**src/rtl/texture_loader.sv**
```systemverilog
// texture_loader: picosoc iomem slave that unpacks 32-bit words into 3-bit texel writes for the texture RAM.
// Define TEXLOAD_TRANSPARENT_SKIP_EN to suppress writes of transparent (zero) texels.
module texture_loader #(
  parameter int ADDR_W = 12,
  parameter int TEXELS_PER_WORD = 8
) (
  input  logic              clk,
  input  logic              resetn,
  input  logic              iomem_valid,
  output logic              iomem_ready,
  input  logic [3:0]        iomem_wstrb,
  input  logic [3:0]        iomem_addr,
  input  logic [31:0]       iomem_wdata,
  output logic [31:0]       iomem_rdata,
  output logic              tex_wen,
  output logic [ADDR_W-1:0] tex_waddr,
  output logic [2:0]        tex_wdata,
  output logic              busy
);
  localparam int SW = 3 * TEXELS_PER_WORD;
  localparam int CW = $clog2(TEXELS_PER_WORD + 1);
  typedef enum logic {IDLE, UNPACK} state_t;
  state_t state, state_n;
  logic [SW-1:0] shift, hold, src;
  logic [CW-1:0] count;
  logic [ADDR_W-1:0] ptr, ptr_n;
  logic [1:0] sel;
  logic [31:0] rd;
  logic hold_full, hold_full_n, wr, acc, data_acc, last, emit, wen_n;
  logic unused_bits;
  assign unused_bits = ^{iomem_addr[1:0], iomem_wdata[31:SW]};
  always_comb begin
    sel = iomem_addr[3:2];
    wr = |iomem_wstrb;
    acc = iomem_valid && !iomem_ready && (!wr || sel[1] || (!hold_full && (sel[0] || state == IDLE)));
    data_acc = acc && wr && sel == 2'd1;
    last = state == UNPACK && count == CW'(TEXELS_PER_WORD);
    // a word arriving on the final texel chains straight into the next word
    emit = state == IDLE ? data_acc : (!last || hold_full || data_acc);
    src = (state == IDLE || (last && !hold_full)) ? iomem_wdata[SW-1:0] : last ? hold : shift;
    state_n = emit ? UNPACK : IDLE;
    hold_full_n = (last && hold_full) ? 1'b0 : (state == UNPACK && data_acc && !last) ? 1'b1 : hold_full;
    ptr_n = emit ? ptr + 1'b1 : (acc && wr && sel == 2'd0) ? iomem_wdata[ADDR_W-1:0] : ptr;
    rd = (!wr && sel == 2'd0) ? 32'(ptr) : (!wr && sel == 2'd2) ? {busy, hold_full, 30'(ptr)} : '0;
`ifdef TEXLOAD_TRANSPARENT_SKIP_EN
    wen_n = emit && src[2:0] != 3'd0;
`else
    wen_n = emit;
`endif
  end
  always_ff @(posedge clk or negedge resetn) begin
    if (!resetn) begin
      state <= IDLE;
      shift <= '0;
      hold <= '0;
      hold_full <= 1'b0;
      count <= '0;
      ptr <= '0;
      iomem_ready <= 1'b0;
      iomem_rdata <= '0;
      tex_wen <= 1'b0;
      tex_waddr <= '0;
      tex_wdata <= '0;
      busy <= 1'b0;
    end else begin
      state <= state_n;
      shift <= src >> 3;
      hold <= data_acc ? iomem_wdata[SW-1:0] : hold;
      hold_full <= hold_full_n;
      count <= (state == IDLE || last) ? CW'(1) : count + 1'b1;
      ptr <= ptr_n;
      iomem_ready <= acc;
      iomem_rdata <= acc ? rd : '0;
      tex_wen <= wen_n;
      tex_waddr <= emit ? ptr : tex_waddr;
      tex_wdata <= emit ? src[2:0] : tex_wdata;
      busy <= emit || hold_full_n;
    end
  end
endmodule
```
**config.mk**
```make
export PLATFORM = sky130hd
export DESIGN_NAME = texture_loader
export DESIGN_NICKNAME = d
export VERILOG_FILES = /design/src/rtl/texture_loader.sv
export SDC_FILE = /design/constraint.sdc
export NUM_CORES = 1
export LEC_CHECK = 0
export ABC_AREA = 1
export BUFFER_PORTS_ARGS = -buffer_cell sky130_fd_sc_hd__buf_2
export CAP_MARGIN = 25
export CORE_MARGIN = 3
export CORE_UTILIZATION = 54
export CTS_CLUSTER_SIZE = 20
export DETAILED_ROUTE_END_ITERATION = 10
export PLACE_DENSITY = 0.89
export SYNTH_ARGS = -nofsm -noshare
export SYNTH_HDL_FRONTEND = slang
export SYNTH_SLANG_ARGS = --single-unit
export TNS_END_PERCENT = 100
```
**constraint.sdc**
```tcl
create_clock -name clk -period 4.7 [get_ports clk]
set_input_delay 0.47 -clock clk [delete_from_list [all_inputs] [get_ports clk]]
set_output_delay 0.47 -clock clk [all_outputs]
set_load 0.02 [all_outputs]
```
==> results of run 1 <==
state kept, by name, summed over array words and instances (netlist names), 3 cells and up:
| register | cells |
|---|---|
| tex_waddr | 12 |
| count | 4 |
| tex_wdata | 3 |
| hold | 24 |
| iomem_rdata | 14 |
| shift | 21 |
| ptr | 12 |
cell usage in the layout, fill, tap and decap left out, types with 2 or more instances in the layout:
| cell type | instances |
|---|---|
| clkbuf_8 | 9 |
| ha_1 | 3 |
| nor2_1 | 34 |
| buf_4 | 2 |
| nor3_1 | 12 |
| nand4_1 | 4 |
| bufinv_16 | 2 |
| dfrtp_1 | 94 |
| xor2_1 | 5 |
| o211ai_1 | 3 |
| xnor2_1 | 2 |
| conb_1 | 18 |
| o21ai_1 | 14 |
| o21ai_0 | 45 |
| inv_1 | 40 |
| buf_2 | 63 |
| nand3_1 | 35 |
| inv_2 | 6 |
| nand2_1 | 144 |
| o22ai_1 | 8 |
critical path: cells and delay by family (launching register included):
| family | cells | cell delay (ns) |
|---|---|---|
| AOI/OAI and AO/OA | 1 | 0.08 |
| buffers and inverters | 4 | 1.03 |
| DFF | 1 | 0.42 |
| adders and majority gates | 1 | 0.17 |
| and+or+nand+nor | 5 | 0.80 |
power by group through the flow:
stage               Combinational [mW]  Sequential (mW)  Clock [mW]
floorplan                        0.729             1.36           0
global placement                 0.956             1.29           0
detailed placement                1.01             1.32           0
CTS                               1.02             1.30       0.566
global route                      1.16             1.34       0.600
finish                            1.01             1.31       0.554
Yosys cell counts, drive strengths merged, types with 5 or more instances:
cell,n
dfrtp,94
nand2,145
xor2,5
nor2,36
nand4,5
nor3,12
o22ai,8
o21ai,59
inv,47
nand3,35
buf,39
final timing paths:
kind	startpoint	cells past startpoint	slack, ns	endpoint
max in group asynchronous	resetn	2	4.05	hold[5]
min reg2reg	tex_waddr[1]	2	0.49	tex_waddr[1]
min	resetn	1	0.02	iomem_ready
max	count[0]	11	2.15	ptr[5]
min in group clk	iomem_wdata[17]	3	0.31	hold[17]
max reg2reg	count[0]	11	2.15	ptr[5]
layer usage:
layer | vias to the layer above | GRT usage [%]
li1 | 1668 | -
met1 | 1592 | 26.2
met2 | 105 | 36.9
met3 | 13 | 5.37
met4 | 0 | 5.53
met5 | - | 0
layout make-up:
class | instances | area, sq um
Sequential cell | 94 | 2350
Fill cell | 629 | 2720
Clock buffer | 10 | 128
Clock inverter | 4 | 73.8
Inverter | 47 | 179
Tap cell | 99 | 124
Timing Repair Buffer | 66 | 358
Multi-Input combinational cell | 337 | 1560
cells by family (layout without fill, tap and decap cells):
group	Yosys count	in the layout	share of synthesized area [%]
other	1	18	0.0870
DFF	94	94	54.6
xor gates and xnor gates	7	7	1.42
and+or+nand+nor	236	236	23.2
buffers and inverters	89	127	10.8
adders and majority gates	3	3	0.871
AOI/OAI and AO/OA	73	73	9.03
==> summary.txt, run 1 <==
Critical path
  – Crit Path Category: flop to flop
  – Crit-path cells: inv_1, ha_1, nand2_1, nor2_2, a21oi_2, buf_4, inv_2, nand2_1, inv_2, nand2_1, nand2_1
  – Most frequent CP cell: nand2_1
  – Critical Path Fanout Max: 30
  – Critical Path Sink Type: flop
  – Critical Path RT: 5.00 ns
  – Worst path arrival time: 2.85 ns
  – Max incr delay on CP: 0.43 ns
  – Crit path max-delay cell type: inv_2
  – Setup crit start kind: flop

Yosys
  – Cell area after technology mapping: 0.00431 sq mm
  – Avg Synthesized Cell Area: 8.57 sq um
  – Cells after synthesis: 503
  – #FFs+latches synth: 94
  – Synth area leaders: dfrtp_1, nand2_1, o21ai_0
  – Register area share after synthesis: 54.6%
  – Post-synth top area share: 54.6%
  – Synth warn: 0
  – Synth Flop Type: dfrtp_1
  – Distinct cell type count after synthesis: 31
  – Post-synth ARST share: 100%
  – Post-synth EDFFs: 0
  – Area leader, netlist: dfrtp_1

Power and ir drop
  – Sw Pwr: 1.11 mW
  – LEAKAGE: 2.52 nW
  – Reg power frac: 45.5%
  – P per Cell Area: 602 mW/mm^2
  – Combinational cell fraction of total power: 35.2%
  – Design Power: 2.87 mW
  – Peak supply drop: 254 uV
  – Sw frac: 38.7%
  – Clock power frac: 19.3%
  – Pint: 1.76 mW

Die
  – Starting density of the core: 57.6%
  – Cell Rows: 31
  – Die Span X: 95.3 um
  – Die ar.: 0.00909 sq mm
  – Core area: 0.00749 sq mm
  – Height of the die: 95.3 um
  – I/O pin cnt: 93

Drt
  – DR pass1 iterations: 5
  – Initial DRC count: 211
  – # DRC: 0
  – Via Count: 3378
  – WL met2: 4510 um
  – Routed WL per cell: 13.6 um
  – Top routing layer used: met4
  – Vias per inst: 5.14
  – ANT nets after route: 0
  – Post-Route WL: 8910 um
  – M1 wire length: 3710 um
  – Met3 wire len: 583 um

GRT
  – Initial antenna violation count: 0
  – Vias in the first global route: 3251
  – Gr ovfl total: 0
  – Largest net degree at the start of global routing: 67
  – GRT Overall Usage: 21.2%
  – Global-route wire length before repair: 14900 um

Finish
  – Final Util: 63.7%
  – Area delta synth->final: 10.7%
  – Finished Layout Cells: 657
  – Final design area excluding fillers: 0.00477 sq mm
  – N_diodes: 0
  – Layout cells sized above 1: 16.5%
  – NumNets Final: 601

Timing
  – Period utilisation layout: 54.3%
  – Smallest setup slack after layout: 2.15 ns
  – Slew HR: 57.6%
  – Final hold viol count: 0
  – Slew @ Worst Pin: 0.635 ns
  – RSZ-0062 raised after global routing: no
  – Setup tns final: 0 ns
  – Pins over their slew limit: 0
  – Final setup fails: 0
  – Final min period: 2.55 ns
  – Worst Skew: 0.00779 ns
  – Fmax achieved: 392 MHz
  – Worst hold margin: 0.0172 ns

Place
  – DP Wirelength: 6110 um
  – GP Congestion: 0.795
  – Placed cell area: 0.00457 sq mm
  – Port bufs: 64
  – DP Worst Slack: 2.20 ns
  – Placed Instances: 643

Clock tree
  – CTS Hold Bufs: 0
  – CTS tree: done
  – PostCTS Resize Cnt: 0
  – Reg clk slew, reported paths: 0.09 ns
  – Clock Path Buffers: 2
  – Root Buffer: clkbuf_8
  – Clk sink count: 94
  – Postcts setup bufs: 0
  – H-tree level count: 3
  – Worst-Skew Late Latency: 0.36 ns
  – CTS buffer count: 9

Run
  – Reported max-cap violation count: 0

Run status
  – Status: finished clean

Worst hold path
  – HP Class: input pin to async pin
Note: power is estimated with default switching activity, not from simulation.
==> run 2: changes to the inputs <==
CORE_UTILIZATION = 49   (was 54)
PLACE_DENSITY = 0.86   (was 0.89)
clock period = 2.1 ns   (was 4.7 ns; I/O delays follow)
==> summary.txt, run 2 (synthesis results as in run 1) <==
Run status
  – Status: finished clean

GRT
  – Vias in the first global route: 3367
  – Gr ovfl total: 0
  – Global-route wire length before repair: 15100 um
  – Initial antenna violation count: 0
  – GRT Overall Usage: 18.8%
  – Largest net degree at the start of global routing: 47

Critical path
  – Max incr delay on CP: 0.42 ns
  – Crit Path Category: flop to flop
  – Most frequent CP cell: nand2_1
  – Critical Path Sink Type: flop
  – Source of the critical timing path: count[0]
  – Crit path max-delay cell type: dfrtp_1
  – Critical Path RT: 2.40 ns
  – Worst path arrival time: 2.18 ns
  – CP Buf/Inv Count: 3
  – Critical Path Fanout Max: 25
  – Crit-path cells: inv_1, ha_1, nand2_1, nor2_2, a21oi_2, inv_2, nand2_4, inv_4, nand2_1, nand3_1
  – Setup crit start kind: flop
  – Crit path max-delay family: buffers and inverters
  – R2r startpoint: count[0]

Power and ir drop
  – Design Power: 6.50 mW
  – Peak supply drop: 519 uV
  – LEAKAGE: 2.54 nW
  – P per Cell Area: 1350 mW/mm^2

Drt
  – DR pass1 iterations: 5
  – Post-Route WL: 8980 um
  – Initial DRC count: 159
  – ANT nets after route: 0
  – Routed WL per cell: 13.4 um
  – Via Count: 3491
  – Vias per inst: 5.20
  – # DRC: 0

Die
  – Core area: 0.00838 sq mm
  – Starting density of the core: 51.4%
  – I/O pin cnt: 93
  – Die Span X: 99.8 um
  – Height of the die: 99.8 um
  – Die ar.: 0.00996 sq mm
  – Cell Rows: 33

Finish
  – Area of the multi-input gates: 0.00156 sq mm
  – Biggest register: hold
  – Biggest registers after layout: hold x24, shift x21, iomem_rdata x14
  – Fillers: 739
  – Max reg flops: 24
  – Area delta synth->final: 11.9%
  – NumNets Final: 608
  – Final design area excluding fillers: 0.00482 sq mm
  – Commonest non-fill, non-tap cell in the layout: nand2_1
  – Layout cells sized above 1: 17.5%
  – Register area: 0.00235 sq mm
  – N_diodes: 0
  – Most frequent cells in the layout: nand2_1, dfrtp_1, buf_2

Clock tree
  – Clock Path Buffers: 2
  – Reg clk slew, reported paths: 0.09 ns
  – CTS tree: done
  – Postcts setup bufs: 0
  – Root Buffer: clkbuf_8
  – Clk sink count: 94
  – Worst-Skew Late Latency: 0.36 ns
  – CTS buffer count: 9
  – H-tree level count: 3

Timing
  – Slew HR: 61.8%
  – Setup tns final: 0 ns
  – Slew @ Worst Pin: 0.574 ns
  – Final hold viol count: 0
  – Final min period: 1.88 ns
  – Period utilisation layout: 89.4%
  – Final setup fails: 0
  – Worst hold margin: 0.0507 ns
  – Smallest setup slack after layout: 0.223 ns
  – Worst Skew: 0.00800 ns
  – RSZ-0062 raised after global routing: no
  – Fmax achieved: 533 MHz
  – Pins over their slew limit: 0

Worst hold path
  – HP Class: input pin to flop
  – Hold Path Origin: iomem_wdata[17]

Place
  – GP Congestion: 0.889
  – DP Wirelength: 6430 um
  – Placed cell area: 0.00460 sq mm
  – Port bufs: 64
  – DP Worst Slack: 0.245 ns

Run
  – Reported max-cap violation count: 0
==> run 2: cell types whose count changed in the layout (fill, tap and decap cells not counted) <==
cell,change
buf_16,-1
buf_4,+7
clkinv_2,-1
clkinv_4,-1
clkinvlp_4,+2
dlygate4sd3_1,+1
inv_6,+1
==> run 2: worst reg2reg max path: stages, from the launching register on <==
cell and delay, ns:
dfrtp_1 0.42, inv_1 0.09, ha_1 0.17, nand2_1 0.07
nor2_2 0.11, a21oi_2 0.08, inv_2 0.26, nand2_4 0.19
inv_4 0.25, nand2_1 0.09, nand3_1 0.09
==> run 2: stage by stage <==
stage	utilization (%)	instances
after global placement	54.9	655
after detailed placement	54.9	655
after global routing	57.5	671
final	57.5	671
after floorplan	-	520
after CTS	57.5	671
==> run 2: final cells by class <==
class | count | share of cell area [%]
tap | 105 | 2.72
timing repair buffer | 73 | 8.15
inverter | 47 | 3.71
sequential | 94 | 48.8
clock inverter | 5 | 1.74
multi-input combinational | 337 | 32.3
clock buffer | 10 | 2.65
==> run 2: where the power goes <==
part	internal, mW	switching [mW]
Sequential	2.50	0.415
Clock	0.668	0.608
Combinational	0.799	1.50
==> run 2: what timing repair did <==
item / 4_1_cts / 5_1_grt
resized for setup: 0 / 0
endpoints found under the hold margin: 43 / 0
hold buffers: 1 / 0
==> run 2: per-layer routing <==
metal	vias up	global-route usage (%)	share of wire [%]
met2	127	31.9	51
met5	-	0	0
met4	0	7.04	1.2
li1	1684	-	-
met1	1666	23.5	41
met3	14	4.52	6.8
==> run 2: final timing paths <==
kind | cells past startpoint | slack (ns) | to
min | 3 | 0.05 | hold[17]
max in group asynchronous | 3 | 1.04 | hold[13]
min in group asynchronous | 2 | 0.39 | iomem_rdata[31]
max | 10 | 0.22 | tex_wdata[2]
min reg2reg | 2 | 0.49 | hold[17]
max reg2reg | 10 | 0.22 | tex_wdata[2]
